`src/rtl/electra_conduit_export_ctrl.sv`:
```
// Electra conduit export controller: NUM_CH HPS-programmable output channels with
// direct, atomic-commit and timed-pulse modes, programmed over an Avalon-MM slave.
module electra_conduit_export_ctrl #(
  parameter int unsigned NUM_CH   = 4,
  parameter int unsigned CH_WIDTH = 32,
  parameter int unsigned PULSE_W  = 16,
  parameter int unsigned ADDR_W   = $clog2(NUM_CH*4+1)
) (
  input  logic                         clk_clk,
  input  logic                         reset_reset,
  input  logic [ADDR_W-1:0]            avs_address,
  input  logic                         avs_write,
  input  logic [31:0]                  avs_writedata,
  input  logic                         avs_read,
  output logic [31:0]                  avs_readdata,
  output logic                         avs_readdatavalid,
  output logic [NUM_CH*CH_WIDTH-1:0]   conduit_export,
  output logic [NUM_CH-1:0]            update_strobe
);

  localparam logic [1:0]        MODE_COMMIT = 2'd1;
  localparam logic [1:0]        MODE_PULSE  = 2'd2;
  localparam logic [ADDR_W-1:0] COMMIT_ADDR = ADDR_W'(4*NUM_CH);

  logic [NUM_CH-1:0][CH_WIDTH-1:0] shadow_w;
  logic [NUM_CH-1:0][CH_WIDTH-1:0] out_w;
  logic [NUM_CH-1:0][1:0]          mode_w;
  logic [NUM_CH-1:0][PULSE_W-1:0]  plen_w;
  logic [NUM_CH-1:0]               active_w;
  logic [NUM_CH-1:0]               pending_w;
  logic                            commit_wr;
  logic [31:0]                     rdata_c;

  assign commit_wr      = avs_write && (avs_address == COMMIT_ADDR);
  assign conduit_export = out_w;

  for (genvar i = 0; i < NUM_CH; i++) begin : g_ch
    localparam logic [ADDR_W-1:0] A_SHADOW = ADDR_W'(4*i);
    localparam logic [ADDR_W-1:0] A_MODE   = ADDR_W'(4*i+1);
    localparam logic [ADDR_W-1:0] A_PLEN   = ADDR_W'(4*i+2);

    logic [CH_WIDTH-1:0] shadow_q;
    logic [CH_WIDTH-1:0] out_q;
    logic [1:0]          mode_q;
    logic [PULSE_W-1:0]  plen_q;
    logic [PULSE_W-1:0]  cnt_q;
    logic [PULSE_W-1:0]  load_c;
    logic                active_q;
    logic                pending_q;
    logic                strobe_q;
    logic                wr_shadow;
    logic                wr_mode;
    logic                wr_plen;
    logic                commit_hit;

    assign wr_shadow  = avs_write && (avs_address == A_SHADOW);
    assign wr_mode    = avs_write && (avs_address == A_MODE);
    assign wr_plen    = avs_write && (avs_address == A_PLEN);
    assign commit_hit = commit_wr && avs_writedata[i] && (mode_q == MODE_COMMIT) && pending_q;
    // A zero pulse length still produces a one-cycle pulse
    assign load_c     = (plen_q == '0) ? PULSE_W'(1) : plen_q;

    // Channel state: a shadow write, mode write or commit pre-empts the pulse countdown
    always_ff @(posedge clk_clk or posedge reset_reset) begin
      if (reset_reset) begin
        shadow_q  <= '0;
        out_q     <= '0;
        mode_q    <= '0;
        plen_q    <= PULSE_W'(1);
        cnt_q     <= '0;
        active_q  <= 1'b0;
        pending_q <= 1'b0;
        strobe_q  <= 1'b0;
      end else begin
        strobe_q <= 1'b0;
        if (wr_shadow) begin
          shadow_q <= avs_writedata[CH_WIDTH-1:0];
          if (mode_q == MODE_COMMIT) begin
            pending_q <= 1'b1;
          end else begin
            out_q    <= avs_writedata[CH_WIDTH-1:0];
            strobe_q <= 1'b1;
            if (mode_q == MODE_PULSE) begin
              cnt_q    <= load_c;
              active_q <= 1'b1;
            end
          end
        end else if (wr_mode) begin
          mode_q    <= avs_writedata[1:0];
          pending_q <= 1'b0;
          if (active_q) begin
            out_q    <= '0;
            active_q <= 1'b0;
            cnt_q    <= '0;
          end
        end else if (commit_hit) begin
          out_q     <= shadow_q;
          pending_q <= 1'b0;
          strobe_q  <= 1'b1;
        end else if (active_q) begin
          if (cnt_q == PULSE_W'(1)) begin
            out_q    <= '0;
            active_q <= 1'b0;
            cnt_q    <= '0;
          end else begin
            cnt_q <= cnt_q - PULSE_W'(1);
          end
        end
        if (wr_plen) plen_q <= avs_writedata[PULSE_W-1:0];
      end
    end

    assign shadow_w[i]      = shadow_q;
    assign out_w[i]         = out_q;
    assign mode_w[i]        = mode_q;
    assign plen_w[i]        = plen_q;
    assign active_w[i]      = active_q;
    assign pending_w[i]     = pending_q;
    assign update_strobe[i] = strobe_q;
  end

  // Read decode from pre-edge state; unmapped locations return zero
  always_comb begin
    rdata_c = '0;
    for (int unsigned i = 0; i < NUM_CH; i++) begin
      if (avs_address == ADDR_W'(4*i))   rdata_c = 32'(shadow_w[i]);
      if (avs_address == ADDR_W'(4*i+1)) rdata_c = 32'(mode_w[i]);
      if (avs_address == ADDR_W'(4*i+2)) rdata_c = 32'(plen_w[i]);
      if (avs_address == ADDR_W'(4*i+3)) rdata_c = 32'({pending_w[i], active_w[i]});
    end
    if (avs_address == COMMIT_ADDR) rdata_c = 32'(pending_w);
  end

  always_ff @(posedge clk_clk or posedge reset_reset) begin
    if (reset_reset) begin
      avs_readdata      <= '0;
      avs_readdatavalid <= 1'b0;
    end else begin
      avs_readdatavalid <= avs_read;
      if (avs_read) avs_readdata <= rdata_c;
    end
  end

endmodule

```
`config.mk`:
```
export PLATFORM = sky130hd
export DESIGN_NAME = electra_conduit_export_ctrl
export DESIGN_NICKNAME = d
export VERILOG_FILES = /design/src/rtl/electra_conduit_export_ctrl.sv
export SDC_FILE = /design/constraint.sdc
export NUM_CORES = 1
export LEC_CHECK = 0
export BUFFER_PORTS_ARGS = -buffer_cell sky130_fd_sc_hd__buf_2
export CELL_PAD_IN_SITES_DETAIL_PLACEMENT = 2
export CELL_PAD_IN_SITES_GLOBAL_PLACEMENT = 2
export CORE_MARGIN = 2
export CORE_UTILIZATION = 39
export DETAILED_ROUTE_END_ITERATION = 8
export PLACE_DENSITY_LB_ADDON = 0.1
export SETUP_SLACK_MARGIN = 0.15
export SLEW_MARGIN = 40
export SYNTH_ARGS = -nofsm -noshare
export SYNTH_HDL_FRONTEND = slang
export SYNTH_SLANG_ARGS = --single-unit
```
`constraint.sdc`:
```
create_clock -name clk_clk -period 17.52 [get_ports clk_clk]
set_clock_uncertainty 0.2 [all_clocks]
set_input_delay 0.876 -clock clk_clk [delete_from_list [all_inputs] [get_ports clk_clk]]
set_output_delay 0.876 -clock clk_clk [all_outputs]
set_load 0.05 [all_outputs]
```
* After elaboration in Yosys (flattened, before gate mapping)
Index checks and enable logic that the tools add are counted.
** Word-level totals
- Register bits :: 437
- Bits of input ports :: 41
- Output and inout port bits :: 165
- Word-level logic and storage cells :: 293
** Operators by class
- Add/subtract/negate cells :: 4
- Eq/ne operators :: 48
- Multiplexer cells :: 141
- Bitwise logic cells :: 4
- Reduce and logical (&&, ||, !) cells :: 62
** Operator list (number)
- $mux W32 :: 45
- $mux W16 :: 36
- $eq A16 B1 Y1 const B :: 4
- $logic_not A16 Y1 :: 4
- $sub A16 B1 Y16 const B :: 4
- $mux W1 :: 60
- $eq A5 B4 Y1 const B :: 8
- $logic_and A1 B1 Y1 :: 25
- $ne A3 B3 Y1 const B :: 8
- $reduce_bool A3 Y1 :: 8
- $eq A5 B3 Y1 const B :: 4
- $reduce_and A5 Y1 :: 4
- $ne A2 B1 Y1 const B :: 8
- $reduce_and A2 Y1 :: 8
- $reduce_and A4 Y1 :: 4
- $reduce_bool A4 Y1 :: 4
- $reduce_and A3 Y1 :: 4
- $eq A5 B2 Y1 const B :: 2
- $eq A2 B1 Y1 const B :: 4
- $eq A2 B2 Y1 const B :: 4
- $ne A2 B2 Y1 const B :: 4
- $eq A5 B1 Y1 const B :: 1
- $eq A5 B5 Y1 const B :: 1
- $logic_not A5 Y1 :: 1
- $not A1 Y1 :: 4

* Logic depth before layout (Yosys ltp)
Gate-level depths: netlist of run 1.
- Depth in word-level cells :: 18
- Depth in mapped cells :: 9
- Gate-level depth less buffers :: 7

* Least setup slack after synthesis of run 1
Ideal clock, no wire load.
- Path type :: input to register
- Start point :: input port avs_address[1]
- End point :: register g_ch[1].out_q[0]
- Library setup time :: 125 ps
- Arrival time :: 2701 ps
- Required time :: 17195 ps
- Slack :: 14494 ps
- Stages :: 8
- Path buffers :: 3
- Cell sequence :: buf_2 or4b_1 buf_2 nor2_1 nand2_1 a31oi_4 buf_6 mux2_4
** Between the ends
- Word-level cells in the longest chain between the ends :: 8
- Elaborated cells between the ends (all ways) :: 17
- Those cells by class :: eq/ne: 5; mux: 3; reduce/logical: 9
** Ends and longest elaborated chain
- start, declared :: line 11 : input logic [ADDR_W-1:0] avs_address,
- $eq A5 B5 Y1 :: line 34 : assign commit_wr = avs_write && (avs_address == COMMIT_ADDR);
- $logic_and A1 B1 Y1 :: line 34
- $logic_and A1 B1 Y1 (3 in a row) :: line 59 : assign commit_hit = commit_wr && avs_writedata[i] && (mode_q == MODE_COMMIT) && pending_q;
- $mux W32 :: line 96 : end else if (commit_hit) begin
- $mux W32 :: line 88 : end else if (wr_mode) begin
- $mux W32 :: line 76 : if (wr_shadow) begin
- end signal, assigned :: line 81 : out_q <= avs_writedata[CH_WIDTH-1:0];
- end signal, assigned :: line 97 : out_q <= shadow_q;
- end, declared :: line 43 : logic [CH_WIDTH-1:0] out_q;
Parallel ways exist; a longest one is shown, timed or not.
A chain may end at the register's enable or synchronous reset.

* Worst setup path after layout of run 1
- Start point :: input port avs_address[0]
- End point :: register g_ch[1].out_q[2]
The elaborated chain is that of the path after synthesis.

==> summary.txt, run 1 <==
Floorplan
  • Core region area: 52340 um2
  • # rows: 84
  • Die height: 233.8 um
  • Die X: 233.8 um
  • Die ar.: 54670 um2
  • Effective utilization at floorplan: 39.36%
  • I/O pins: 206

Setup path
  • CP Launch Type: input pin
  • Reg2Reg Setup Slack: 14.25 ns
  • CP Data Required Time: 17.80 ns
  • Critical path capture point type: flop
  • CP arrival: 4.23 ns
  • Worst-path maximum fanout: 48
  • Setup CP Type: in -> reg
  • Reg2Reg Depth: 6

STA
  • Fmax: 0.2531 GHz
  • Worst-Margin Slew: 0.8888 ns
  • Crit path time final: 3.951 ns
  • Fin. max-slew vios: 0
  • Unrepaired setup endpoints after global routing: false
  • Final setup viols: 0
  • Crit share post-route: 22.55%
  • Max_slew headroom: 40.12%
  • Worst hold slack: 0.06657 ns
  • Fin Setup TNS: 0 ns
  • Fin. Hold Viols: 0

GRT
  • Global-route wire length before repair: 130100 um
  • Gr ovfl total: 0
  • Number of global-route vias before repair: 19550
  • Largest net degree at the start of global routing: 114
  • Total Routing Usage GR: 32.14%
  • Initial antenna violation count: 2

Layout
  • Filler cells: 5460
  • Area of the multi-input gates: 8916 um2
  • Nets: 2183
  • Final core occ: 45.88%
  • Share of layout cells above drive strength 1: 23.25%
  • Non-Filler Instances: 2854
  • Synth-to-layout area growth: 16.57%
  • Register area: 10940 um2

Logic synthesis
  • Most frequent cell after synthesis: dfrtp_1
  • Avg Inst Size Synth: 10.46 um2
  • Area leader, netlist: dfrtp_1
  • Most area-consuming cells after synthesis: dfrtp_1 (53%), nand2_1 (6.6%), mux2_2 (6.0%)
  • Post-Syn Instances: 1969
  • Synth Register Bits: 437
  • Main synth FF type: dfrtp_1
  • Post-synth EDFFs: 0
  • Mapped cell area: 20600 um2
  • Commonest cells in the netlist: dfrtp_1 (433), nand2_1 (362), mux2_2 (110), o21ai_0 (108), clkbuf_1 (88)
  • Seq/Total Area, Yosys: 53.11%
  • Yosys warns: 0
  • Syn Nets: 2018
  • Synth top area share: 52.60%
  • Post-synth ARST share: 100.0%
  • Yosys cell types: 79

Min path
  • Hold crit path type: in -> async

Place
  • Port buffer count: 205
  • DP Cell Count: 2771
  • GPL Wtd Cong: 0.9081
  • DP Wirelength: 57990 um

Clocking
  • Clk Tree Root Cell: clkbuf_16
  • Latest clock arrival within the worst-skew pair: 0.61 ns
  • H-tree levels: 2
  • CTS max path bufs: 3
  • Post-CTS setup buffer count: 0
  • Clock sink count: 437
  • CTS tree: done
  • PostCTS Resize Cnt: 0
  • CTS clock-pin slew for the worst setup and hold paths: 0.06 ns
  • Hold_buf cts: 0
  • CTS Buf Count: 49

Drt
  • Detailed-route wire length: 86960 um
  • # DRC: 0
  • Via/cell ratio: 6.173
  • DR WL/cell: 30.47 um
  • Antenna-violating nets left: 0
  • Vias: 17620
  • Drt pass-1 iters: 7
  • Starting DRC count in detailed routing: 1358

Pwr
  • Power Density: 137.3 nW/um2
  • Worst IR Drop VDD: 0.09262 mV
  • LEAKAGE: 0.01161 uW

Run
  • Max_cap viols: 0

Outcome
  • Status: completed
[where the power goes]
part           leakage [uW]  total (uW)  internal, uW  switching, uW
Combinational       0.00515         810           248            562
Clock              0.000786        1060           624            441
Sequential          0.00567        1420          1210            214
[stage by stage]
| stage | total power (uW) | instance area (um2) | setup slack (ns) |
|---|---|---|---|
| final | 3297 | 24010 | 13.57 |
| after global routing | 3443 | 24000 | 13.45 |
| after CTS | 3313 | 23980 | 13.61 |
| after detailed placement | 2233 | 22370 | 12.99 |
| after global placement | 2195 | 22280 | 12.91 |
| after floorplan | 1931 | 20600 | 4.277 |
[path summary, 6_finish.rpt]
path,start,to
max,avs_address[0],g_ch[1].out_q[2]
min,reset_reset,g_ch[1].out_q[19]
max reg2reg,g_ch[3].cnt_q[10],g_ch[3].out_q[31]
min reg2reg,avs_readdata[17],avs_readdata[17]
max in group asynchronous,reset_reset,g_ch[2].mode_q[1]
min in group clk_clk,avs_readdata[17],avs_readdata[17]
[cell usage in the layout, fill, tap and decap left out, types with 7 or more instances in the layout]
master | synthesis | routed
a21o_1 | 21 | 21
a21oi_1 | 53 | 53
a221o_1 | 7 | 7
a222oi_1 | 10 | 10
a22o_1 | 72 | 72
a22oi_1 | 79 | 79
a32oi_1 | 29 | 29
and2_1 | 9 | 9
and3_1 | 25 | 25
buf_2 | 31 | 205
buf_4 | 4 | 36
clkbuf_1 | 88 | 11
clkbuf_16 | 0 | 49
clkbuf_8 | 0 | 9
dfrtp_1 | 433 | 433
ha_1 | 8 | 8
inv_1 | 72 | 71
mux2_2 | 110 | 110
mux2_4 | 30 | 30
mux2i_1 | 31 | 31
nand2_1 | 362 | 357
nand2b_1 | 11 | 11
nand3_1 | 29 | 29
nor2_1 | 52 | 48
nor2b_1 | 10 | 10
nor3_1 | 45 | 45
nor4_1 | 32 | 32
o211ai_1 | 14 | 14
o21ai_0 | 108 | 108
o22ai_1 | 13 | 13
o2bb2ai_1 | 34 | 34
or4_1 | 10 | 10
[sequential cells by signal (all words and copies together), names as in the netlist]
register           cells
avs_readdata          32
avs_readdatavalid      1
g_ch.active_q          4
g_ch.cnt_q            64
g_ch.mode_q            8
g_ch.out_q           128
g_ch.pending_q         4
g_ch.plen_q           64
g_ch.shadow_q        128
g_ch.strobe_q          4
[logic make-up (layout without fill, tap and decap cells)]
group | count (synthesis) | after routing | synth area share, %
AND/OR/NAND/NOR | 637 | 637 | 14.51
AO/OA/AOI/OAI | 510 | 510 | 17.91
flip-flops | 437 | 437 | 53.11
buffers and inverters | 205 | 399 | 4.222
multiplexers | 172 | 172 | 9.761
adder cells (fa/ha/maj) | 8 | 8 | 0.4860
other | 0 | 3 | 0
[critical path, stage by stage]
cell and delay, ns:
buf_2 0.29, or4b_1 0.81, nor2_4 0.17, buf_4 0.56, nand2_1 0.23, a31oi_4 0.20, buf_4 0.63, mux2_2 0.41
[metal layers]
layer | up-vias | global-route usage (%) | wire, um | share of wire (%)
li1 | 7485 | - | - | -
met1 | 9487 | 41.60 | 36860 | 42
met2 | 494 | 54.25 | 42780 | 49
met3 | 151 | 4.669 | 3833 | 4.4
met4 | 0 | 12.90 | 3482 | 4.0
met5 | - | 0 | 0 | 0
[area by class of cell]
type | count | share of cell area, %
inverter | 72 | 1.178
timing repair buffer | 247 | 5.815
antenna | 3 | 0.03126
multi-input combinational | 1327 | 37.13
tap | 688 | 3.585
sequential | 437 | 45.56
clock buffer | 69 | 5.794
clock inverter | 11 | 0.9015
No activity file was read; power rests on OpenSTA's default activity.
==> inputs of run 2 (changes only) <==
==> constraint.sdc (replaced) <==
create_clock -name clk_clk -period 4.1 [get_ports clk_clk]
set_clock_uncertainty 0.2 [all_clocks]
set_input_delay 0.205 -clock clk_clk [delete_from_list [all_inputs] [get_ports clk_clk]]
set_output_delay 0.205 -clock clk_clk [all_outputs]
set_load 0.05 [all_outputs]
==> summary.txt, run 2 (synthesis gave the netlist of run 1 again) <==
Outcome
  • Status: completed

Min path
  • Hold endpoint: g_ch[3].pending_q
  • Hold path depth: 4
  • Hold wc startpoint: avs_address[3]
  • Hold crit path type: in -> reg

Clocking
  • Clk Tree Root Cell: clkbuf_16
  • CTS max path bufs: 3
  • CTS clock-pin slew for the worst setup and hold paths: 0.06 ns
  • Clock sink count: 437
  • CTS tree: done
  • Post-CTS setup buffer count: 0
  • H-tree levels: 2
  • CTS Buf Count: 51
  • Latest clock arrival within the worst-skew pair: 0.61 ns

Drt
  • DR WL/cell: 30.15 um
  • Uppermost layer routed: met4
  • Detailed-route wire length: 87830 um
  • # DRC: 0
  • Antenna-violating nets left: 0
  • WL met2: 42580 um
  • Metal-1 WL: 37130 um
  • Drt pass-1 iters: 6
  • Vias: 17630
  • WL met3: 4321 um
  • Starting DRC count in detailed routing: 1141
  • Via/cell ratio: 6.053

Layout
  • Final core occ: 47.03%
  • Diode count: 0
  • Design Area, Final: 24610 um2
  • Filler cells: 5447
  • Commonest non-fill, non-tap cells in the layout: dfrtp_1 (433), nand2_1 (360), buf_2 (205)
  • Synth-to-layout area growth: 19.49%
  • Share of layout cells above drive strength 1: 23.69%
  • Nets: 2234
  • Top flop regs: g_ch.out_q (128), g_ch.shadow_q (128)
  • Commonest non-fill, non-tap cell in the layout: dfrtp_1

Run
  • Max_cap viols: 0

Setup path
  • CP arrival: 3.49 ns
  • Reg2Reg Setup Slack: 0.89 ns
  • Capture point of the worst reg-to-reg path: g_ch[2].out_q[31]
  • CP Launch Type: flop
  • Critical path capture point type: flop
  • Reg2Reg Depth: 6
  • Reg2reg start: g_ch[2].cnt_q[6]
  • Setup CP Type: reg -> reg
  • Worst-path maximum fanout: 22
  • CP Data Required Time: 4.38 ns

Floorplan
  • Core region area: 52340 um2
  • Die X: 233.8 um
  • Effective utilization at floorplan: 39.36%
  • I/O pins: 206
  • Die ar.: 54670 um2
  • # rows: 84
  • Die height: 233.8 um

Pwr
  • Pint: 9133 uW
  • Combinational Power Share: 24.4%
  • Worst IR Drop VDD: 0.3861 mV
  • Sw Share: 36.68%
  • Power, Total: 14420 uW
  • Net switching power: 5291 uW
  • Sequential power share: 42.2%
  • Power Density: 586.0 nW/um2
  • Share of total power in the clock network: 33.4%
  • LEAKAGE: 0.01189 uW

STA
  • Fin. max-slew vios: 0
  • Final setup viols: 0
  • Crit share post-route: 78.29%
  • Crit path time final: 3.210 ns
  • Fmax: 0.3115 GHz
  • Max_slew headroom: 41.55%
  • Fin Setup TNS: 0 ns
  • Worst-Margin Slew: 0.8727 ns
  • Fin. Hold Viols: 0
  • Unrepaired setup endpoints after global routing: false

GRT
  • Global-route wire length before repair: 131600 um
  • Total Routing Usage GR: 32.49%
  • Largest net degree at the start of global routing: 84
  • Initial antenna violation count: 2
  • Number of global-route vias before repair: 19710
  • Gr ovfl total: 0

Place
  • DP Area: 22500 um2
  • Port buffer count: 205
  • DP Wirelength: 59440 um
  • GPL Wtd Cong: 0.9065
-- run 2: layer usage --
metal	GRT usage, %	up-vias
met5	0	-
met1	42.33	9391
li1	-	7593
met2	53.62	481
met3	5.253	168
met4	14.06	0
-- run 2: worst max-delay path, cell delays in order (launching register included) --
cell and delay [ns]:
dfrtp_1 0.40, nor4_1 0.70, nand4_1 0.49, nand2_1 0.32
a31oi_4 0.28, buf_4 0.34, mux2_2 0.31
-- run 2: cell type report --
type,count,area (um2),share of cell area [%]
Clock buffer,77,1524,6.192
Multi-Input combinational cell,1327,8875,36.06
Tap cell,688,860.8,3.497
Clock inverter,16,237.7,0.9658
Sequential cell,437,10940,44.45
Timing Repair Buffer,296,1902,7.727
Inverter,72,274.0,1.113
-- run 2: power groups by stage --
stage	clock, uW	combinational, uW	sequential [uW]
6_report	4820	3510	6090
3_5_place_dp	0	3460	6110
5_1_grt	5060	3820	6190
4_1_cts	4880	3530	6060
3_3_place_gp	0	3340	6070
2_1_floorplan	0	1630	6620
-- run 2: worst max-delay path by stage --
stage          cells past startpoint  slack [ns]           endpoint              from
3_5_place_dp                       7        0.89   g_ch[1].cnt_q[4]    avs_address[1]
6_report                           6        0.89  g_ch[2].out_q[31]  g_ch[2].cnt_q[6]
2_1_floorplan                      1       -2.21    avs_readdata[0]       reset_reset
5_1_grt                            8        0.77  g_ch[3].out_q[16]  g_ch[3].cnt_q[1]
4_1_cts                            8        0.93  g_ch[3].out_q[15]  g_ch[3].cnt_q[1]
3_3_place_gp                       7        0.94  g_ch[0].out_q[15]    avs_address[4]
-- run 2: per-stage QoR --
| step | setup slack (ns) | hold slack [ns] | std cells |
|---|---|---|---|
| 2_1_floorplan | -2.205 | 0.03643 | 1969 |
| 3_3_place_gp | 0.9407 | 0.2631 | 2784 |
| 3_5_place_dp | 0.8917 | 0.2388 | 2786 |
| 4_1_cts | 0.9327 | 0.09835 | 2913 |
| 5_1_grt | 0.7666 | 0.1855 | 2913 |
| 6_report | 0.8899 | 0.1609 | 2913 |
-- run 2: repair_timing --
| item | 4_1_cts | 5_1_grt |
|---|---|---|
| setup endpoints to repair | 0 | 0 |
| resized for setup | 0 | 0 |
| hold buffers | 34 | 0 |
| hold endpoints to repair | 531 | 0 |
